`src/rtl/pipeline_hazard_ctrl.sv`:
```
// Hazard and sequencing controller for a 5-stage RISC-V pipeline: operand forwarding,
// load-use bubbles, branch flushes, data-memory wait freeze and saturating perf counters.
module pipeline_hazard_ctrl #(
    parameter int unsigned CNT_W        = 16,
    parameter int unsigned WAIT_TIMEOUT = 64
) (
    input  logic             clk,
    input  logic             reset,
    input  logic [4:0]       id_rs1,
    input  logic [4:0]       id_rs2,
    input  logic [4:0]       ex_rs1,
    input  logic [4:0]       ex_rs2,
    input  logic [4:0]       ex_rd,
    input  logic             ex_memread,
    input  logic [4:0]       mem_rd,
    input  logic             mem_regwrite,
    input  logic [4:0]       wb_rd,
    input  logic             wb_regwrite,
    input  logic             mem_branch_taken,
    input  logic             dmem_req,
    input  logic             dmem_ready,
    output logic [1:0]       forward_a,
    output logic [1:0]       forward_b,
    output logic             pc_write,
    output logic             if_id_write,
    output logic             id_ex_bubble,
    output logic             if_id_flush,
    output logic             id_ex_flush,
    output logic             ex_mem_flush,
    output logic             pipe_hold,
    output logic             pc_sel_branch,
    output logic             mem_timeout,
    output logic [CNT_W-1:0] stall_cycles,
    output logic [CNT_W-1:0] flush_events
);

    localparam int unsigned WAIT_W = $clog2(WAIT_TIMEOUT + 1);
    localparam logic [WAIT_W-1:0] WAIT_MAX = WAIT_W'(WAIT_TIMEOUT);
    localparam logic [CNT_W-1:0] CNT_MAX = {CNT_W{1'b1}};

    localparam logic [1:0] RUN      = 2'd0;
    localparam logic [1:0] MEM_WAIT = 2'd1;
    localparam logic [1:0] FLUSH    = 2'd2;

    logic [1:0]        state_q, state_d;
    logic [WAIT_W-1:0] wait_cnt_q, wait_cnt_d;
    logic              timeout_d;
    logic              load_use;
    logic              mem_stall;

    assign load_use  = ex_memread && (ex_rd != 5'd0) && ((ex_rd == id_rs1) || (ex_rd == id_rs2));
    assign mem_stall = dmem_req && !dmem_ready;

    // EX/MEM result is younger than MEM/WB, so it wins when both match; x0 never forwards.
    always_comb begin
        forward_a = 2'b00;
        forward_b = 2'b00;
        if (mem_regwrite && (mem_rd != 5'd0) && (mem_rd == ex_rs1)) begin
            forward_a = 2'b10;
        end else if (wb_regwrite && (wb_rd != 5'd0) && (wb_rd == ex_rs1)) begin
            forward_a = 2'b01;
        end
        if (mem_regwrite && (mem_rd != 5'd0) && (mem_rd == ex_rs2)) begin
            forward_b = 2'b10;
        end else if (wb_regwrite && (wb_rd != 5'd0) && (wb_rd == ex_rs2)) begin
            forward_b = 2'b01;
        end
        if (reset) begin
            forward_a = 2'b00;
            forward_b = 2'b00;
        end
    end

    always_comb begin
        pc_write      = 1'b1;
        if_id_write   = 1'b1;
        id_ex_bubble  = 1'b0;
        if_id_flush   = 1'b0;
        id_ex_flush   = 1'b0;
        ex_mem_flush  = 1'b0;
        pipe_hold     = 1'b0;
        pc_sel_branch = 1'b0;
        state_d       = state_q;
        wait_cnt_d    = wait_cnt_q;
        timeout_d     = mem_timeout;

        case (state_q)
            RUN: begin
                if (mem_stall) begin
                    pipe_hold   = 1'b1;
                    pc_write    = 1'b0;
                    if_id_write = 1'b0;
                    state_d     = MEM_WAIT;
                    wait_cnt_d  = WAIT_W'(1);
                end else if (mem_branch_taken) begin
                    pc_sel_branch = 1'b1;
                    if_id_flush   = 1'b1;
                    id_ex_flush   = 1'b1;
                    ex_mem_flush  = 1'b1;
                    state_d       = FLUSH;
                end else if (load_use) begin
                    pc_write     = 1'b0;
                    if_id_write  = 1'b0;
                    id_ex_bubble = 1'b1;
                end
            end
            MEM_WAIT: begin
                pipe_hold   = 1'b1;
                pc_write    = 1'b0;
                if_id_write = 1'b0;
                if (dmem_ready) begin
                    state_d = RUN;
                end else if (wait_cnt_q < WAIT_MAX) begin
                    wait_cnt_d = wait_cnt_q + WAIT_W'(1);
                end
            end
            // ID/EX holds a NOP here, so load-use detection is deliberately ignored.
            FLUSH: state_d = RUN;
            default: state_d = RUN;
        endcase

        if ((state_d == MEM_WAIT) && (wait_cnt_d == WAIT_MAX)) begin
            timeout_d = 1'b1;
        end

        if (reset) begin
            pc_write      = 1'b1;
            if_id_write   = 1'b1;
            id_ex_bubble  = 1'b0;
            if_id_flush   = 1'b0;
            id_ex_flush   = 1'b0;
            ex_mem_flush  = 1'b0;
            pipe_hold     = 1'b0;
            pc_sel_branch = 1'b0;
        end
    end

    always_ff @(posedge clk or posedge reset) begin
        if (reset) begin
            state_q      <= RUN;
            wait_cnt_q   <= '0;
            mem_timeout  <= 1'b0;
            stall_cycles <= '0;
            flush_events <= '0;
        end else begin
            state_q     <= state_d;
            wait_cnt_q  <= wait_cnt_d;
            mem_timeout <= timeout_d;
            if (!pc_write && (stall_cycles != CNT_MAX)) begin
                stall_cycles <= stall_cycles + CNT_W'(1);
            end
            if (ex_mem_flush && (flush_events != CNT_MAX)) begin
                flush_events <= flush_events + CNT_W'(1);
            end
        end
    end

endmodule

```
`config.mk`:
```
export PLATFORM = sky130hd
export DESIGN_NAME = pipeline_hazard_ctrl
export DESIGN_NICKNAME = d
export VERILOG_FILES = /design/src/rtl/pipeline_hazard_ctrl.sv
export SDC_FILE = /design/constraint.sdc
export NUM_CORES = 1
export LEC_CHECK = 0
export BUFFER_PORTS_ARGS = -buffer_cell sky130_fd_sc_hd__buf_4
export CAP_MARGIN = 20
export CORE_ASPECT_RATIO = 1.75
export CORE_MARGIN = 5
export CORE_UTILIZATION = 51
export CTS_CLUSTER_DIAMETER = 30
export CTS_CLUSTER_SIZE = 20
export DETAILED_ROUTE_END_ITERATION = 8
export PLACE_DENSITY = 0.8
export REMOVE_ABC_BUFFERS = 1
export SLEW_MARGIN = 10
export SYNTH_ARGS = -nofsm -noshare
export SYNTH_HDL_FRONTEND = slang
export SYNTH_SLANG_ARGS = --single-unit
```
`constraint.sdc`:
```
create_clock -name clk -period 3.3 [get_ports clk]
set_input_delay 0.495 -clock clk [delete_from_list [all_inputs] [get_ports clk]]
set_output_delay 0.495 -clock clk [all_outputs]
set_load 0.01 [all_outputs]
```
* After elaboration in Yosys (flattened, before gate mapping) *
Index checks and enable logic that the tools add are counted.
Widths: inputs -> output; s select.

cells by class
  eq/ne operators = 11
  div/mod/pow operators = 0
  multipliers = 0
  shift-type cells = 0
  bitwise logic cells = 0
  order comparisons = 1
  reductions and logical operators = 19
  add/sub/neg operators = 3
  multiplexer cells = 31

operators with widths
  kind                   count
  $add 16x1->16 const B  2
  $ne 16x16->1 const B   2
  $eq 5x5->1             6
  $mux 7                 3
  $mux 1                 17
  $reduce_bool 5->1      3
  $mux 2                 7
  $pmux 7 s2             1
  $logic_and 1x1->1      12
  $add 7x1->7 const B    1
  $eq 7x7->1 const B     1
  $lt 7x7->1 const B     1
  $eq 2x1->1 const B     2
  $pmux 1 s2             2
  $pmux 2 s2             1
  $logic_not 1->1        2
  $logic_not 2->1        1
  $logic_or 1x1->1       1

word-level totals
  memories = 0
  logic and storage cells = 70
  input bits = 43
  output and inout port bits = 45
  bits in registers = 42
  RAM bits = 0
  bits in read-only memories = 0
  latch bits = 0

* Depth between registers and ports, before layout *
Gate-level depths: netlist (run 1).

  depth after elaboration = 10
  gate-level depth with buffers = 8

* Least setup slack after synthesis (run 1) *
No wires, ideal clock.

  path type = input to output
  from = input port reset
  to = output port forward_a[0]
  slack = 282 ps
  arrival = 2523 ps
  stages = 4
  required time = 2805 ps
  cells stage by stage = inv_1 -> o211ai_1 -> or4_1 -> nor4_1

on the way
  cells in the longest elaborated chain, start to end = 1

ends and longest elaborated chain
  what         line  source
  from (decl)  8     input logic reset,
  $mux 2       68    if (reset) begin
  to (decl)    22    output logic [1:0] forward_a,

Every way passes these cells.

* Worst setup path in the final report (run 1) *
  from = input port mem_rd[1]
  to = output port forward_a[0]

on the way
  cells in the longest elaborated chain, start to end = 5
  elaborated cells on any way between the ends = 6

ends and longest elaborated chain
  what                 line  source
  from (decl)          15    input logic [4:0] mem_rd,
  $reduce_bool 5->1    58    if (mem_regwrite && (mem_rd != 5'd0) && (mem_rd == ex_rs1)) begin
  $logic_and 1x1->1    58
  $logic_and 1x1->1 *  58
  $mux 2 *             58
  $mux 2 *             68

Every way passes the cells marked *; elsewhere a longest branch is shown, timed or not.

==> results.toml, run 1 <==
[global_routing]
grt-ovfl-total = 0
grt_use_total = 0.1954
grt_pass1_vias = 2469
grt_pass1_wl_mm = 10.94
grt_max_degree = 43
grt_antenna_before_repair = 0

[timing]
tns_ps = 0
tightest_slew_ps = 655.7
hold_viol = 0
fmax_ghz = 0.3785
rsz0062_at_grt = "no"
maxSlewViolCount = 0
clock_skew_ps = 12.84
setup_viol = 0
finalWorstPathRequiredPeriod_ps = 2642
period_share = 0.8007
slew_headroom = 0.5592

[logic_synthesis]
yosysUniqueCellTypes = 44
yosys_warnings = 0
ys.flop_type = "dfrtp_1"
synth-seq-area-share = 0.4025
async_reset_ff_frac = 1.000
ys_ff_latch = 42
synth_edf_count = 0
synthCells = 274
synth_area_sq_um = 2611
syn_avg_cell_area_sq_um = 9.530

[clock_network]
cts_hold_buf = 0
cts_sinks = 42
postCtsSetupBuffers = 0
cts_buffers = 5
cts_tree = "done"
clock_latency_ps = 290
cts_resized = 0
clk_pin_slew_worst_paths_ps = 80
htreeDepth = 2
clockBufferDepth = 2
cts_root_buffer = "clkbuf_8"

[floorplanning]
ios = 88
die_y_um = 104.7
num_rows = 34
dieArea_sq_um = 6708
initial_core_util = 0.5246
coreArea_sq_um = 4977
die_x_um = 64.09

[routing]
avgViaCountPerCell = 5.707
first_pass_iters = 5
routed_wl_mm = 6.444
vias = 2380
ant_nets = 0
drt-initial-drc-count = 56
drc = 0
wire_per_inst_um = 15.45

[worst_setup_path]
worstPathArrival_ps = 2150
worstSetupPathType = "in -> out"
r2r_slack_ps = 1090
crit_fanout = 4
timing.rr.start = "stall_cycles[0]"
end_kind = "primary output"
start_kind = "input pin"
r2r_cells = 6
critPathRequiredTime_ps = 2800
worst_r2r_endpoint = "stall_cycles[1]"

[power]
p_int_w = 0.0009341
p_switching_w = 0.0004669
total_power_w = 0.001401
p_leak_nw = 1.572
switching_share = 0.3333
p_comb_frac = 0.286
p_per_area_nw_per_um2 = 414.6
worst_ir_drop_vdd_uv = 338.3
pwr-share-seq = 0.480
p_clk_frac = 0.234

[place]
numPortBuffers = 87
place_hpwl_mm = 5.047
routabilityCongestion = 0.8158

[final_layout]
layout_commonest_cell = "buf_4"
multi_input_area_sq_um = 1450
nFillCells = 423
drive_gt1_frac = 0.2948
ff_latch_area_sq_um = 1051
nNetsFinal = 408
final_cell_mix = "90 x buf_4, 42 x dfrtp_1, 37 x xor2_1, 22 x nand2_1, 22 x xnor2_1"
syn_to_final_growth_pct = 29.42
antenna_cells = 0

[job]
maxCapViolCount = 0

[worst_hold_path]
hold_class = "in -> async"

[run_status]
status = "finished, final reports clean"
## per-stage QoR
stage / worst slack [ps] / hold slack, ps / cell area, sq um / util / instances
detailed placement: 676.7 / 464.5 / 3293 / 0.6616 / 409
global route: 630.2 / 468.9 / 3379 / 0.6790 / 417
CTS: 676.7 / 414.8 / 3379 / 0.6790 / 417
finish: 657.7 / 388.5 / 3379 / 0.6790 / 417
floorplan: 282.3 / 502.1 / 2550 / - / 265
global placement: 777.8 / 460.2 / 3293 / 0.6616 / 409
## power groups by stage
stage | combinational [W] | clock (W) | sequential [W]
6_report | 0.000400 | 0.000328 | 0.000673
3_3_place_gp | 0.000396 | 0 | 0.000677
3_5_place_dp | 0.000405 | 0 | 0.000681
2_1_floorplan | 0.000193 | 0 | 0.000685
5_1_grt | 0.000446 | 0.000352 | 0.000685
4_1_cts | 0.000407 | 0.000336 | 0.000672
## per-layer routing
metal  vias to the layer above  share of wire  global-route usage  wire length [um]
met5                         -              0                   0                 0
met4                         0          0.020             0.06696               131
met3                        10          0.067             0.04726               433
met2                        78           0.54              0.3568              3474
met1                      1141           0.37              0.2139              2405
li1                       1151              -                   -                 -
## Yosys cell counts (3+ instances only)
| cell | instances | area [sq um] |
|---|---|---|
| o21a_1 | 3 | 22.52 |
| or3_1 | 4 | 25.02 |
| a211oi_1 | 10 | 75.07 |
| xor2_1 | 37 | 324.1 |
| xnor2_1 | 22 | 192.7 |
| dfrtp_1 | 42 | 1051 |
| inv_1 | 12 | 45.04 |
| or4_1 | 4 | 30.03 |
| o21ai_0 | 9 | 45.04 |
| nor2_1 | 18 | 67.56 |
| nand2_1 | 22 | 82.58 |
| nand3_1 | 14 | 70.07 |
| a2111oi_0 | 4 | 35.03 |
| nand2b_1 | 4 | 25.02 |
| nor3_1 | 10 | 50.05 |
| buf_4 | 5 | 37.54 |
| mux2i_1 | 3 | 30.03 |
| mux2_2 | 3 | 33.78 |
| nor4_1 | 9 | 56.30 |
| ha_1 | 3 | 37.54 |
| nand4_1 | 10 | 62.56 |
## cell families (layout without fill, tap and decap cells)
| group | Yosys count | in the layout | share of synthesized area |
|---|---|---|---|
| AOI/OAI and AO/OA | 37 | 37 | 0.1059 |
| adders and majority gates | 3 | 3 | 0.01438 |
| buffers and inverters | 22 | 111 | 0.04216 |
| DFF | 42 | 42 | 0.4025 |
| and+or+nand+nor | 105 | 105 | 0.2127 |
| muxes | 6 | 6 | 0.02444 |
| xor gates and xnor gates | 59 | 59 | 0.1979 |
## registers in the layout, summed over array words and instances, names as in the netlist
register	flops
wait_cnt_q	7
mem_timeout	1
state_q	2
flush_events	16
stall_cycles	16
## worst max-delay path, cell delays in order
cell,delay [ps]
buf_4,120
or4_1,530
o21ai_0,370
nor3_1,130
nor4_1,320
buf_4,180
## how the worst max path moves through the flow
stage	slack, ps	end	start	cells past startpoint
2_1_floorplan	280	forward_a[0]	reset	4
3_3_place_gp	780	forward_a[0]	mem_rd[1]	6
3_5_place_dp	680	forward_a[0]	mem_rd[1]	6
4_1_cts	680	forward_a[0]	mem_rd[1]	6
5_1_grt	630	forward_a[0]	mem_rd[1]	6
6_report	660	forward_a[0]	mem_rd[1]	6
## layout make-up
class,instances,area share
Inverter,13,0.01444
Sequential cell,42,0.3110
Tap cell,54,0.01999
Clock inverter,2,0.004073
Timing Repair Buffer,90,0.1999
Clock buffer,6,0.02147
Multi-Input combinational cell,210,0.4291
Note: power is estimated with default switching activity, not from simulation.
==> inputs of run 2 (changes only) <==
- clock period: 3.3 -> 2.6 ns (I/O delays scaled with it)
==> results.toml, run 2 (synthesized netlist as in run 1, its figures left out) <==
[worst_setup_path]
start_kind = "input pin"
crit_fanout = 3
critPathRequiredTime_ps = 2210
cp_top_family = "simple AND/OR/NAND/NOR gates"
worstSetupPathType = "in -> out"
end_kind = "primary output"
crit_chain = "buf_4 -> or4_1 -> o21ai_0 -> nor3_1 -> nor4_1 -> buf_4"
cp_slowest_stage_delay_ps = 530
worstPathArrival_ps = 1870
crit_top_cell = "buf_4"
crit_buf_inv = 2
slowest_stage = "or4_1"

[global_routing]
grt_use_total = 0.1990
grt-ovfl-total = 0
grt_pass1_vias = 2488
grt_pass1_wl_mm = 10.98
grt_max_degree = 43
grt_antenna_before_repair = 0

[floorplanning]
num_rows = 34
dieArea_sq_um = 6708
die_y_um = 104.7
ios = 88
initial_core_util = 0.5246
die_x_um = 64.09
coreArea_sq_um = 4977

[clock_network]
clk_pin_slew_worst_paths_ps = 80
cts_buffers = 5
htreeDepth = 2
clock_latency_ps = 300
cts_root_buffer = "clkbuf_8"
cts_tree = "done"
cts_resized = 0
postCtsSetupBuffers = 0
cts_hold_buf = 0
clockBufferDepth = 2
cts_sinks = 42

[timing]
period_share = 0.8706
fmax_ghz = 0.4418
hold_viol = 0
slew_headroom = 0.5773
maxSlewViolCount = 0
finalWorstPathRequiredPeriod_ps = 2264
setup_viol = 0
tightest_slew_ps = 634.0
rsz0062_at_grt = "no"
fin_ws_ps = 336.4
clock_skew_ps = 8.487

[job]
maxCapViolCount = 0

[worst_hold_path]
hold_class = "in -> async"

[routing]
vias = 2412
drc = 0
ant_nets = 0
avgViaCountPerCell = 5.743
first_pass_iters = 4
wire_per_inst_um = 15.72
routed_wl_mm = 6.604
drt-initial-drc-count = 56

[place]
numPortBuffers = 87
dp_slack_ps = 123.1
routabilityCongestion = 0.8387
place_hpwl_mm = 5.223

[power]
p_clk_frac = 0.275
p_per_area_nw_per_um2 = 550.5
worst_ir_drop_vdd_uv = 463.3
pwr-share-seq = 0.452
p_comb_frac = 0.273
switching_share = 0.3181
total_power_w = 0.001888
p_switching_w = 0.0006007
p_int_w = 0.001288
p_leak_nw = 1.594

[final_layout]
drive_gt1_frac = 0.3033
syn_to_final_growth_pct = 31.38
layout_commonest_cell = "buf_4"
antenna_cells = 0
nNetsFinal = 411
final_util = 0.6893
largestRegisters = "flush_events: 16 flops, stall_cycles: 16 flops, wait_cnt_q: 7 flops"
final_cell_mix = "93 x buf_4, 42 x dfrtp_1, 37 x xor2_1, 22 x nand2_1, 22 x xnor2_1"

[run_status]
status = "finished, final reports clean"
==> run 2: stage by stage <==
step                      TNS, ps  cell area (sq um)  std cells  hold WS, ps
after floorplan            -207.7               2550        265        502.1
after global placement          0               3316        412        453.2
after detailed placement        0               3316        412        476.2
after CTS                       0               3426        420        320.4
after global routing            0               3431        420        377.0
final                           0               3431        420        296.6
==> run 2: area by class of cell <==
type	instances	area, sq um
Clock inverter	2	37.54
Fill cell	423	1546
Tap cell	54	67.56
Timing Repair Buffer	93	698.2
Multi-Input combinational cell	210	1455
Sequential cell	42	1051
Clock buffer	6	72.57
Inverter	13	48.80
==> run 2: worst reg2reg max path, cell delays in order (launching register included) <==
cell and delay, ps:
dfrtp_1 410, ha_1 200, nand3_1 150, or3_1 410
o22ai_2 430, a21oi_1 140, mux2_2 310
==> run 2: final timing paths <==
kind	from	to	slack, ps	cells past startpoint
worst max-delay path	mem_rd[1]	forward_a[0]	340	6
worst min-delay path	reset	wait_cnt_q[4]	300	3
worst max register to register	stall_cycles[0]	stall_cycles[1]	440	6
worst min register to register	stall_cycles[13]	stall_cycles[13]	500	1
max in group asynchronous	reset	flush_events[2]	1950	3
min in group clk	dmem_req	state_q[0]	370	2
==> run 2: layer usage <==
| layer | GRT usage | vias up | share of wire |
|---|---|---|---|
| met1 | 0.2107 | 1167 | 0.37 |
| li1 | - | 1151 | - |
| met5 | 0 | - | 0 |
| met3 | 0.05263 | 16 | 0.062 |
| met2 | 0.3647 | 78 | 0.54 |
| met4 | 0.07424 | 0 | 0.027 |
==> run 2: power groups by stage <==
stage                     clock [W]  sequential, W  combinational, W
after detailed placement          0       0.000862          0.000519
after global placement            0       0.000858          0.000503
after global routing       0.000555       0.000870          0.000569
final                      0.000519       0.000854          0.000515
after CTS                  0.000525       0.000851          0.000524
after floorplan                   0       0.000870          0.000245
==> inputs of run 3 (changes only) <==
- CORE_MARGIN: 5 -> 2
==> results.toml, run 3 (synthesized netlist as in run 1, its figures left out) <==
[worst_setup_path]
timing.rr.start = "stall_cycles[0]"
critPathRequiredTime_ps = 2210
worstPathArrival_ps = 1900
worst_r2r_endpoint = "stall_cycles[1]"
start_kind = "input pin"
end_kind = "primary output"
worstSetupPathType = "in -> out"
crit_fanout = 3
r2r_slack_ps = 480
r2r_cells = 6
crit_start = "mem_rd[1]"

[global_routing]
grt-ovfl-total = 0
grt_antenna_before_repair = 0
grt_pass1_vias = 2355
grt_max_degree = 43
grt_use_total = 0.2350
grt_pass1_wl_mm = 10.57

[floorplanning]
ios = 88
coreArea_sq_um = 4935
dieArea_sq_um = 5731
initial_core_util = 0.5292
die_y_um = 98.66
die_x_um = 58.09
num_rows = 34

[timing]
period_share = 0.8804
rsz0062_at_grt = "no"
fmax_ghz = 0.4369
slew_headroom = 0.5768
setup_viol = 0
tightest_slew_ps = 629.1
finalWorstPathRequiredPeriod_ps = 2289
fin_ws_ps = 311.0
clock_skew_ps = 9.432
maxSlewViolCount = 0
hold_viol = 0
tns_ps = 0
timing.hold.ws_ps = 289.0

[power]
pwr-share-seq = 0.452
p_per_area_nw_per_um2 = 550.8
worst_ir_drop_vdd_uv = 512.7
switching_share = 0.3186
p_clk_frac = 0.278
p_comb_frac = 0.270
p_switching_w = 0.0006016
p_leak_nw = 1.601
p_int_w = 0.001287

[final_layout]
multi_input_area_sq_um = 1450
final_cell_mix = "92 x buf_4, 42 x dfrtp_1, 37 x xor2_1, 22 x nand2_1, 22 x xnor2_1"
ff_latch_area_sq_um = 1051
drive_gt1_frac = 0.3033
layout_commonest_cell = "buf_4"
syn_to_final_growth_pct = 31.29
antenna_cells = 0
largestRegisters = "flush_events: 16 flops, stall_cycles: 16 flops, wait_cnt_q: 7 flops"
nNetsFinal = 411
nFillCells = 399

[clock_network]
cts_hold_buf = 0
clockBufferDepth = 2
cts_root_buffer = "clkbuf_8"
htreeDepth = 2
cts_sinks = 42
cts_buffers = 5
postCtsSetupBuffers = 0
clock_latency_ps = 300
cts_resized = 0
clk_pin_slew_worst_paths_ps = 90
cts_tree = "done"

[routing]
vias = 2368
drc = 0
wire_per_inst_um = 14.99
ant_nets = 0
first_pass_iters = 4
routed_wl_mm = 6.294
avgViaCountPerCell = 5.638
drt-initial-drc-count = 37

[place]
routabilityCongestion = 0.8705
place_hpwl_mm = 4.871
numPortBuffers = 87
dp_slack_ps = 84.85

[job]
maxCapViolCount = 0

[run_status]
status = "finished, final reports clean"

[worst_hold_path]
hold_class = "in -> async"
==> run 3: changes by cell type in the layout (fill, tap and decap cells not counted), sizes merged <==
cell,change
buf,-1
inv,+1
clkinv,+1
clkinvlp,-1
==> run 3: worst max-delay path by stage <==
stage	end	slack (ps)
CTS	id_ex_bubble	60
global route	forward_a[0]	210
finish	forward_a[0]	310
detailed placement	id_ex_bubble	80
floorplan	forward_a[0]	-210
global placement	id_ex_bubble	160
==> run 3: stage by stage <==
step | cells | utilization | area (sq um) | total power, W
6_report | 420 | 0.6947 | 3428 | 0.001888
2_1_floorplan | 265 | - | 2550 | 0.001115
5_1_grt | 420 | 0.6947 | 3428 | 0.002012
3_3_place_gp | 411 | 0.6704 | 3308 | 0.001358
3_5_place_dp | 411 | 0.6704 | 3308 | 0.001373
4_1_cts | 419 | 0.6932 | 3421 | 0.001907
==> run 3: cell type report <==
| type | instances | area share |
|---|---|---|
| clock buffers | 5 | 0.02007 |
| well taps | 54 | 0.01971 |
| flip-flops and latches | 42 | 0.3066 |
| clock inverters | 3 | 0.01277 |
| repair buffers | 93 | 0.2036 |
| inverters | 13 | 0.01423 |
| multi-input cells | 210 | 0.4230 |
==> run 3: critical path: stages <==
cell	delay, ps
buf_4	130
or4_1	520
o21ai_0	220
nor3_1	90
nor4_1	360
buf_4	190
==> run 3: routing by layer <==
metal	wire length [um]	up-vias	track usage
li1	-	1153	-
met1	2451	1141	0.2655
met2	3347	64	0.4187
met3	365	10	0.05118
met4	129	0	0.08945
met5	0	-	0
==> run 3: power by group through the flow <==
| stage | Clock [W] | Combinational [W] | Sequential [W] |
|---|---|---|---|
| after floorplan | 0 | 0.000245 | 0.000870 |
| after global placement | 0 | 0.000499 | 0.000859 |
| after detailed placement | 0 | 0.000511 | 0.000862 |
| after CTS | 0.000540 | 0.000515 | 0.000852 |
| after global routing | 0.000573 | 0.000567 | 0.000871 |
| final | 0.000525 | 0.000510 | 0.000854 |
